==> config.mk <==
export PLATFORM = sky130hd
export DESIGN_NAME = io_pinmux
export DESIGN_NICKNAME = d
export VERILOG_FILES = /design/src/rtl/io_pinmux.sv
export SDC_FILE = /design/constraint.sdc
export NUM_CORES = 1
export LEC_CHECK = 0
export CAP_MARGIN = 20
export CORE_AREA = 2 2 252 254
export CTS_BUF_LIST = sky130_fd_sc_hd__clkbuf_16
export DETAILED_ROUTE_END_ITERATION = 10
export DIE_AREA = 0 0 254 256
export PLACE_DENSITY_LB_ADDON = 0.25
export SLEW_MARGIN = 15
export SYNTH_ARGS = -nofsm -noshare
export SYNTH_HDL_FRONTEND = slang
export SYNTH_SLANG_ARGS = --single-unit
export TNS_END_PERCENT = 100
==> constraint.sdc <==
create_clock -name HCLK -period 5 [get_ports HCLK]
set_input_delay 1 -clock HCLK [delete_from_list [all_inputs] [get_ports HCLK]]
set_output_delay 1 -clock HCLK [all_outputs]
set_load 0.02 [all_outputs]
==> src/rtl/io_pinmux.sv <==
// rtl/io_pinmux.sv - APB-programmable pad multiplexer with GPIO, input sync and edge interrupts
module io_pinmux #(
    parameter int NPADS       = 38,
    parameter int NFUNC       = 4,
    parameter int SYNC_STAGES = 2
) (
    input  logic                   HCLK,
    input  logic                   HRESETn,
    input  logic                   PSEL,
    input  logic                   PENABLE,
    input  logic                   PWRITE,
    input  logic [9:0]             PADDR,
    input  logic [31:0]            PWDATA,
    output logic [31:0]            PRDATA,
    output logic                   PREADY,
    input  logic [NFUNC*NPADS-1:0] periph_out,
    input  logic [NFUNC*NPADS-1:0] periph_oe,
    output logic [NFUNC*NPADS-1:0] periph_in,
    input  logic [NPADS-1:0]       pad_in,
    output logic [NPADS-1:0]       pad_out,
    output logic [NPADS-1:0]       pad_oeb,
    output logic                   irq
);
    localparam int FW = $clog2(NFUNC);

    logic [NPADS-1:0] gpio_out_q, gpio_out_d;
    logic [NPADS-1:0] gpio_oe_q, gpio_oe_d;
    logic [NPADS-1:0] ie_q, ie_d;
    logic [NPADS-1:0] pend_q, pend_d;
    logic             lock_q, lock_d;
    logic [FW-1:0]    sel_q [NPADS];
    logic [FW-1:0]    sel_d [NPADS];
    logic [NPADS-1:0] sync_q [SYNC_STAGES];
    logic [NPADS-1:0] d_q;

    logic [NPADS-1:0] s;
    logic [NPADS-1:0] gpio_sel;
    logic [NPADS-1:0] rise;
    logic [63:0]      out_w, oe_w, ie_w, clr_w;
    logic [63:0]      out64, oe64, in64, ie64, pend64;
    logic [7:0]       word;
    logic             sel_hit;
    logic [5:0]       sel_idx;
    logic             wr_en;
    logic             unused_bits;

    assign word    = PADDR[9:2];
    assign sel_hit = (word[7:6] == 2'b01);
    assign sel_idx = word[5:0];
    assign wr_en   = PSEL & PENABLE & PWRITE;
    assign PREADY  = 1'b1;
    assign s       = sync_q[SYNC_STAGES-1];
    assign rise    = s & ~d_q & gpio_sel;
    assign irq     = |(pend_q & ie_q);

    // Function 0 slices of the peripheral buses carry nothing; GPIO is register driven.
    assign unused_bits = ^{PADDR[1:0], periph_out[NPADS-1:0], periph_oe[NPADS-1:0]};

    assign out64  = 64'(gpio_out_q);
    assign oe64   = 64'(gpio_oe_q);
    assign in64   = 64'(s);
    assign ie64   = 64'(ie_q);
    assign pend64 = 64'(pend_q);

    // Register write decode; widening to 64 bits and truncating drops bits of absent pads.
    always_comb begin
        out_w  = out64;
        oe_w   = oe64;
        ie_w   = ie64;
        clr_w  = '0;
        lock_d = lock_q;
        sel_d  = sel_q;
        if (wr_en) begin
            case (word)
                8'h00: out_w[31:0]  = PWDATA;
                8'h01: out_w[63:32] = PWDATA;
                8'h02: if (!lock_q) oe_w[31:0]  = PWDATA;
                8'h03: if (!lock_q) oe_w[63:32] = PWDATA;
                8'h06: ie_w[31:0]   = PWDATA;
                8'h07: ie_w[63:32]  = PWDATA;
                8'h08: clr_w[31:0]  = PWDATA;
                8'h09: clr_w[63:32] = PWDATA;
                8'h0A: if (PWDATA[0]) lock_d = 1'b1;
                default: ;
            endcase
            if (sel_hit && !lock_q) begin
                for (int i = 0; i < NPADS; i++) begin
                    // A selector beyond the last function is stored as GPIO.
                    if (sel_idx == 6'(i))
                        sel_d[i] = (PWDATA < 32'(NFUNC)) ? PWDATA[FW-1:0] : '0;
                end
            end
        end
        gpio_out_d = out_w[NPADS-1:0];
        gpio_oe_d  = oe_w[NPADS-1:0];
        ie_d       = ie_w[NPADS-1:0];
        // A rise on the same edge as a clear leaves the bit pending.
        pend_d     = (pend_q & ~clr_w[NPADS-1:0]) | rise;
    end

    // Control and status registers.
    always_ff @(posedge HCLK or negedge HRESETn) begin
        if (!HRESETn) begin
            gpio_out_q <= '0;
            gpio_oe_q  <= '0;
            ie_q       <= '0;
            pend_q     <= '0;
            lock_q     <= 1'b0;
            for (int i = 0; i < NPADS; i++) sel_q[i] <= '0;
        end else begin
            gpio_out_q <= gpio_out_d;
            gpio_oe_q  <= gpio_oe_d;
            ie_q       <= ie_d;
            pend_q     <= pend_d;
            lock_q     <= lock_d;
            sel_q      <= sel_d;
        end
    end

    // Pad input synchronizer and one-cycle delayed copy for rise detection.
    always_ff @(posedge HCLK or negedge HRESETn) begin
        if (!HRESETn) begin
            for (int k = 0; k < SYNC_STAGES; k++) sync_q[k] <= '0;
            d_q <= '0;
        end else begin
            sync_q[0] <= pad_in;
            for (int k = 1; k < SYNC_STAGES; k++) sync_q[k] <= sync_q[k-1];
            d_q <= s;
        end
    end

    // Output mux and input demux; any selector not naming a peripheral falls back to GPIO.
    always_comb begin
        gpio_sel  = '1;
        pad_out   = gpio_out_q;
        pad_oeb   = ~gpio_oe_q;
        periph_in = '0;
        for (int i = 0; i < NPADS; i++) begin
            for (int f = 1; f < NFUNC; f++) begin
                if (sel_q[i] == FW'(f)) begin
                    gpio_sel[i]           = 1'b0;
                    pad_out[i]            = periph_out[f*NPADS+i];
                    pad_oeb[i]            = ~periph_oe[f*NPADS+i];
                    periph_in[f*NPADS+i]  = s[i];
                end
            end
        end
    end

    // Combinational read mux; absent pads and unmapped words read zero.
    always_comb begin
        PRDATA = '0;
        if (PSEL) begin
            case (word)
                8'h00: PRDATA = out64[31:0];
                8'h01: PRDATA = out64[63:32];
                8'h02: PRDATA = oe64[31:0];
                8'h03: PRDATA = oe64[63:32];
                8'h04: PRDATA = in64[31:0];
                8'h05: PRDATA = in64[63:32];
                8'h06: PRDATA = ie64[31:0];
                8'h07: PRDATA = ie64[63:32];
                8'h08: PRDATA = pend64[31:0];
                8'h09: PRDATA = pend64[63:32];
                8'h0A: PRDATA = {31'b0, lock_q};
                default: begin
                    if (sel_hit) begin
                        for (int i = 0; i < NPADS; i++) begin
                            if (sel_idx == 6'(i)) PRDATA = 32'(sel_q[i]);
                        end
                    end
                end
            endcase
        end
    end
endmodule

==> results by stage <==
Status:
- The run finished with clean final reports.

Final layout:
- The post-route core utilization is 40.5%.
- The area added between synthesis and finish is 41.8%.
- The fraction of final layout cells sized beyond drive strength 1 is 19.7%.
- The number of nets at the end of the flow is 2380.

Critical path:
- In this run the worst path has a maximum fanout of 14.
- The type of the worst setup path is in2out.
- The largest single stage delay on the critical path is 0.67 ns.
- The buffer and inverter count on the worst path is 3.
- Among cell families on the critical path, the largest total delay comes from buffers and inverters.
- On the critical path, the stage with the largest delay is an instance of sky130_fd_sc_hd__or4b_4.
- STA classifies the critical path startpoint as an input port.
- STA puts the critical path data required time at 4.00 ns.
- Walking the worst path, the cells encountered are clkdlybuf4s50_1, or4b_4, nor2_4, buf_4, a222oi_1, a21oi_1, clkdlybuf4s50_1.
- The signal arrival time at the worst endpoint is 3.79 ns.
- The worst setup path is captured at an output pin.
- In this run the number of cells on the critical path is 7.
- The cell type with the highest occurrence count on the critical path is sky130_fd_sc_hd__clkdlybuf4s50_1.
- The number of cells traversed by the worst register-to-register path is 4.

Place:
- The post-detailed-placement half-perimeter wirelength is 55600 um.
- The count of buffers added on input and output ports is 533.
- The weighted congestion reported at the end of routability-driven placement is 0.858.

Yosys:
- The portion of synthesized area spent on multiplexers is 23.1%.
- The most frequent cell after synthesis is sky130_fd_sc_hd__dfrtp_1.
- Counting every instance in the synthesized netlist gives 1496.
- The post-synthesis async set-or-reset flop share is 100%.
- By area the synthesized netlist is led by sky130_fd_sc_hd__dfrtp_1 (48%), sky130_fd_sc_hd__mux2_2 (10%), sky130_fd_sc_hd__mux4_2 (10%).
- The share of synthesized area occupied by flip-flops and latches is 48.2%.
- Yosys mapped a number of flops with a built-in enable equal to 0.
- The library cell with the largest summed area after synthesis is sky130_fd_sc_hd__dfrtp_1.
- The synthesized netlist devotes 0% of its cell area to XOR and XNOR gates.
- Ranked by instance count, the synthesized netlist is headed by sky130_fd_sc_hd__dfrtp_1 (343), sky130_fd_sc_hd__mux2_2 (165), sky130_fd_sc_hd__nand2_1 (114).
- The number of unique standard cell types used by synthesis is 71.
- The area share of the leading cell type in the synthesized netlist is 48.2%.
- The fraction of the mapped netlist area in simple logic gates is 12.6%.
- By area, the combinational part of the netlist is dominated by multiplexers.
- The post-synthesis compound-gate area fraction is 10.1%.
- The main flop type after synthesis is sky130_fd_sc_hd__dfrtp_1.
- The adder-cell share of the synthesized area is 0%.
- The register bit total from synthesis is 343.
- After synthesis, the mean cell area works out to 11.9 um^2.
- The Yosys warning count is 0.
- The post-synthesis instance area is 17800 um^2.

Power and ir drop:
- The cell leakage power is 10.5 nW.
- The total power per unit cell area is 247 nW/um^2.
- The worst-case IR drop observed on VDD is 0.203 mV.

Die:
- The horizontal die dimension is 254 um.
- For this configuration, the core starts out at a cell density of 28.5%.
- The core region is 62400 um^2.
- The die height is 256 um.
- In this run the count of I/O pins placed on the die edge is 651.
- The die area is 65000 um^2.
- Row generation in the floorplan step produced 92 rows.

GRT:
- For met2 alone, demand over resource in global routing was 38.8%.
- Entering global routing, the biggest net connects 119 pins.
- Global routing used 4.27% of the available met3 tracks.
- The met1 track demand over resource is 27.9%.
- The number of antenna violations at the first check in global routing was 5.
- In this run the most used layer during global routing was met2.
- The final global-route overflow total is 0.
- The first global-routing pass estimated 106000 um of wire.
- In the global route stage, overall resource usage came out at 22.3%.
- The via count of the first global-routing pass was 15500.

Clock network:
- The clock passes through at most 3 buffers.
- TritonCTS built the clock tree.
- The clock tree synthesis step divided the H-tree into 2 levels.
- The count of clock tree sinks is 343.
- Once the clock tree was built, the setup fixing pass inserted 0 buffers.
- The cell sitting at the root of the clock tree is a sky130_fd_sc_hd__clkbuf_16.
- After clock tree synthesis, the clock-pin slew on the worst setup and hold paths is 0.06 ns.
- Buffers inserted during clock tree synthesis total 40.
- The clock latency at the later pin of the worst-skew pair is 0.56 ns.
- The post-cts sizing count is 0.
- The number of buffers inserted for hold repair after clock tree synthesis is 0.

Drt:
- The number of remaining DRC errors is 0.
- The average vias per placed instance is 5.17.
- Dividing the detail-routed wire length by the instance count gives 25.4 um.
- The total vias in the final route is 14900.
- The detailed router finished its first iteration with 1570 violations.
- The routed design has 73000 um of wire.
- The iteration count of the initial detailed-routing pass is 7.
- In this run the remaining antenna-violating nets after routing total 0.

Timing:
- The achievable frequency is 209 MHz.
- Final hold analysis gives a worst-case slack of 0.339 ns.
- The minimum clock period is 4.79 ns.
- The share of the clock period used by the worst path after layout is 95.7%.
- The relative max-transition margin is 34.3%.
- In the final timing run, aggregate negative setup slack is 0 ns.
- The number of pins exceeding their max-slew limit in the final report is 0.
- Setup repair after global routing left no endpoint under its margin.
- The final count of negative-setup-slack endpoints is 0.
- The maximum clock skew at final layout is 0.0173 ns.
- At the pin with the least slew margin, the transition time is 0.985 ns.
- The final-report hold violation count is 0.

Worst hold path:
- Along the worst hold path, the cell count comes to 0.
- The worst hold path class is reg2reg.

Run:
- The count of maximum capacitance violations is 0.
[registers in the layout (all words and copies together), names as in the netlist]
signal and cells:
sel_q 76, d_q 38, gpio_oe_q 38, gpio_out_q 38, ie_q 38, pend_q 38, s 38, sync_q 38
lock_q 1
[worst paths after layout]
path / slack [ns] / start / to
max: 0.21 / PADDR[4] / PRDATA[7]
min: 0.34 / sync_q[56] / s[18]
max reg2reg: 2.62 / lock_q / sel_q[35]
min reg2reg: 0.34 / sync_q[56] / s[18]
max in group asynchronous: 3.32 / HRESETn / sel_q[3]
min in group asynchronous: 0.50 / HRESETn / sync_q[63]
[layout make-up]
cell class	count	area [um^2]
Tap cell	846	1060
Clock buffer	42	1050
Fill cell	6096	37100
Antenna cell	6	15.0
Sequential cell	343	8580
Clock inverter	29	184
Timing Repair Buffer	592	5840
Multi-Input combinational cell	966	8340
Inverter	48	180
[cell usage in the layout (no fill, tap or decap), types with 8 or more instances in the layout]
master and instances:
sky130_fd_sc_hd__buf_12 8, sky130_fd_sc_hd__mux2_2 165, sky130_fd_sc_hd__nor4_1 8, sky130_fd_sc_hd__clkbuf_16 42, sky130_fd_sc_hd__mux2i_1 12, sky130_fd_sc_hd__mux4_2 79
sky130_fd_sc_hd__dfrtp_1 343, sky130_fd_sc_hd__a22oi_1 49, sky130_fd_sc_hd__clkdlybuf4s50_1 515, sky130_fd_sc_hd__a221oi_1 11, sky130_fd_sc_hd__mux2_1 31, sky130_fd_sc_hd__nand3_1 20
sky130_fd_sc_hd__nor2_1 93, sky130_fd_sc_hd__clkinv_1 13, sky130_fd_sc_hd__a21o_1 36, sky130_fd_sc_hd__conb_1 39, sky130_fd_sc_hd__buf_4 67, sky130_fd_sc_hd__a222oi_1 27
sky130_fd_sc_hd__nand4_1 8, sky130_fd_sc_hd__a21oi_1 38, sky130_fd_sc_hd__nand2_1 112, sky130_fd_sc_hd__and3b_1 26, sky130_fd_sc_hd__a22o_1 11, sky130_fd_sc_hd__o21ai_0 17
sky130_fd_sc_hd__inv_1 55, sky130_fd_sc_hd__and3_1 44, sky130_fd_sc_hd__nor4b_1 35
[per-layer routing]
metal | share of wire, % | vias to the layer above
met3 | 7.2 | 85
met4 | 2.2 | 4
met5 | 0.032 | -
met2 | 51 | 644
li1 | - | 6476
met1 | 39 | 7649
[cell families after synthesis]
group                  after synthesis
AND/OR/NAND/NOR                    404
flip-flops                         343
multiplexers                       287
AO/OA/AOI/OAI                      236
buffers and inverters              224
other                                2
[power by group]
group | switching (mW) | leakage (nW) | internal, mW
Clock | 1.19 | 0.630 | 1.61
Sequential | 0.0477 | 4.32 | 2.83
Combinational | 0.253 | 5.53 | 0.307
[through the flow]
step | cell area [um^2] | total power [mW] | std cells | worst slack (ns)
6_report | 25200 | 6.24 | 2872 | 0.213
4_1_cts | 25200 | 6.34 | 2866 | 0.151
5_1_grt | 25200 | 6.48 | 2869 | 0.114
3_5_place_dp | 24000 | 3.49 | 2795 | 0.162
2_1_floorplan | 17900 | 3.09 | 1533 | 1.27
3_3_place_gp | 24000 | 3.48 | 2795 | 0.219
Note: power is estimated with default switching activity, not from simulation.
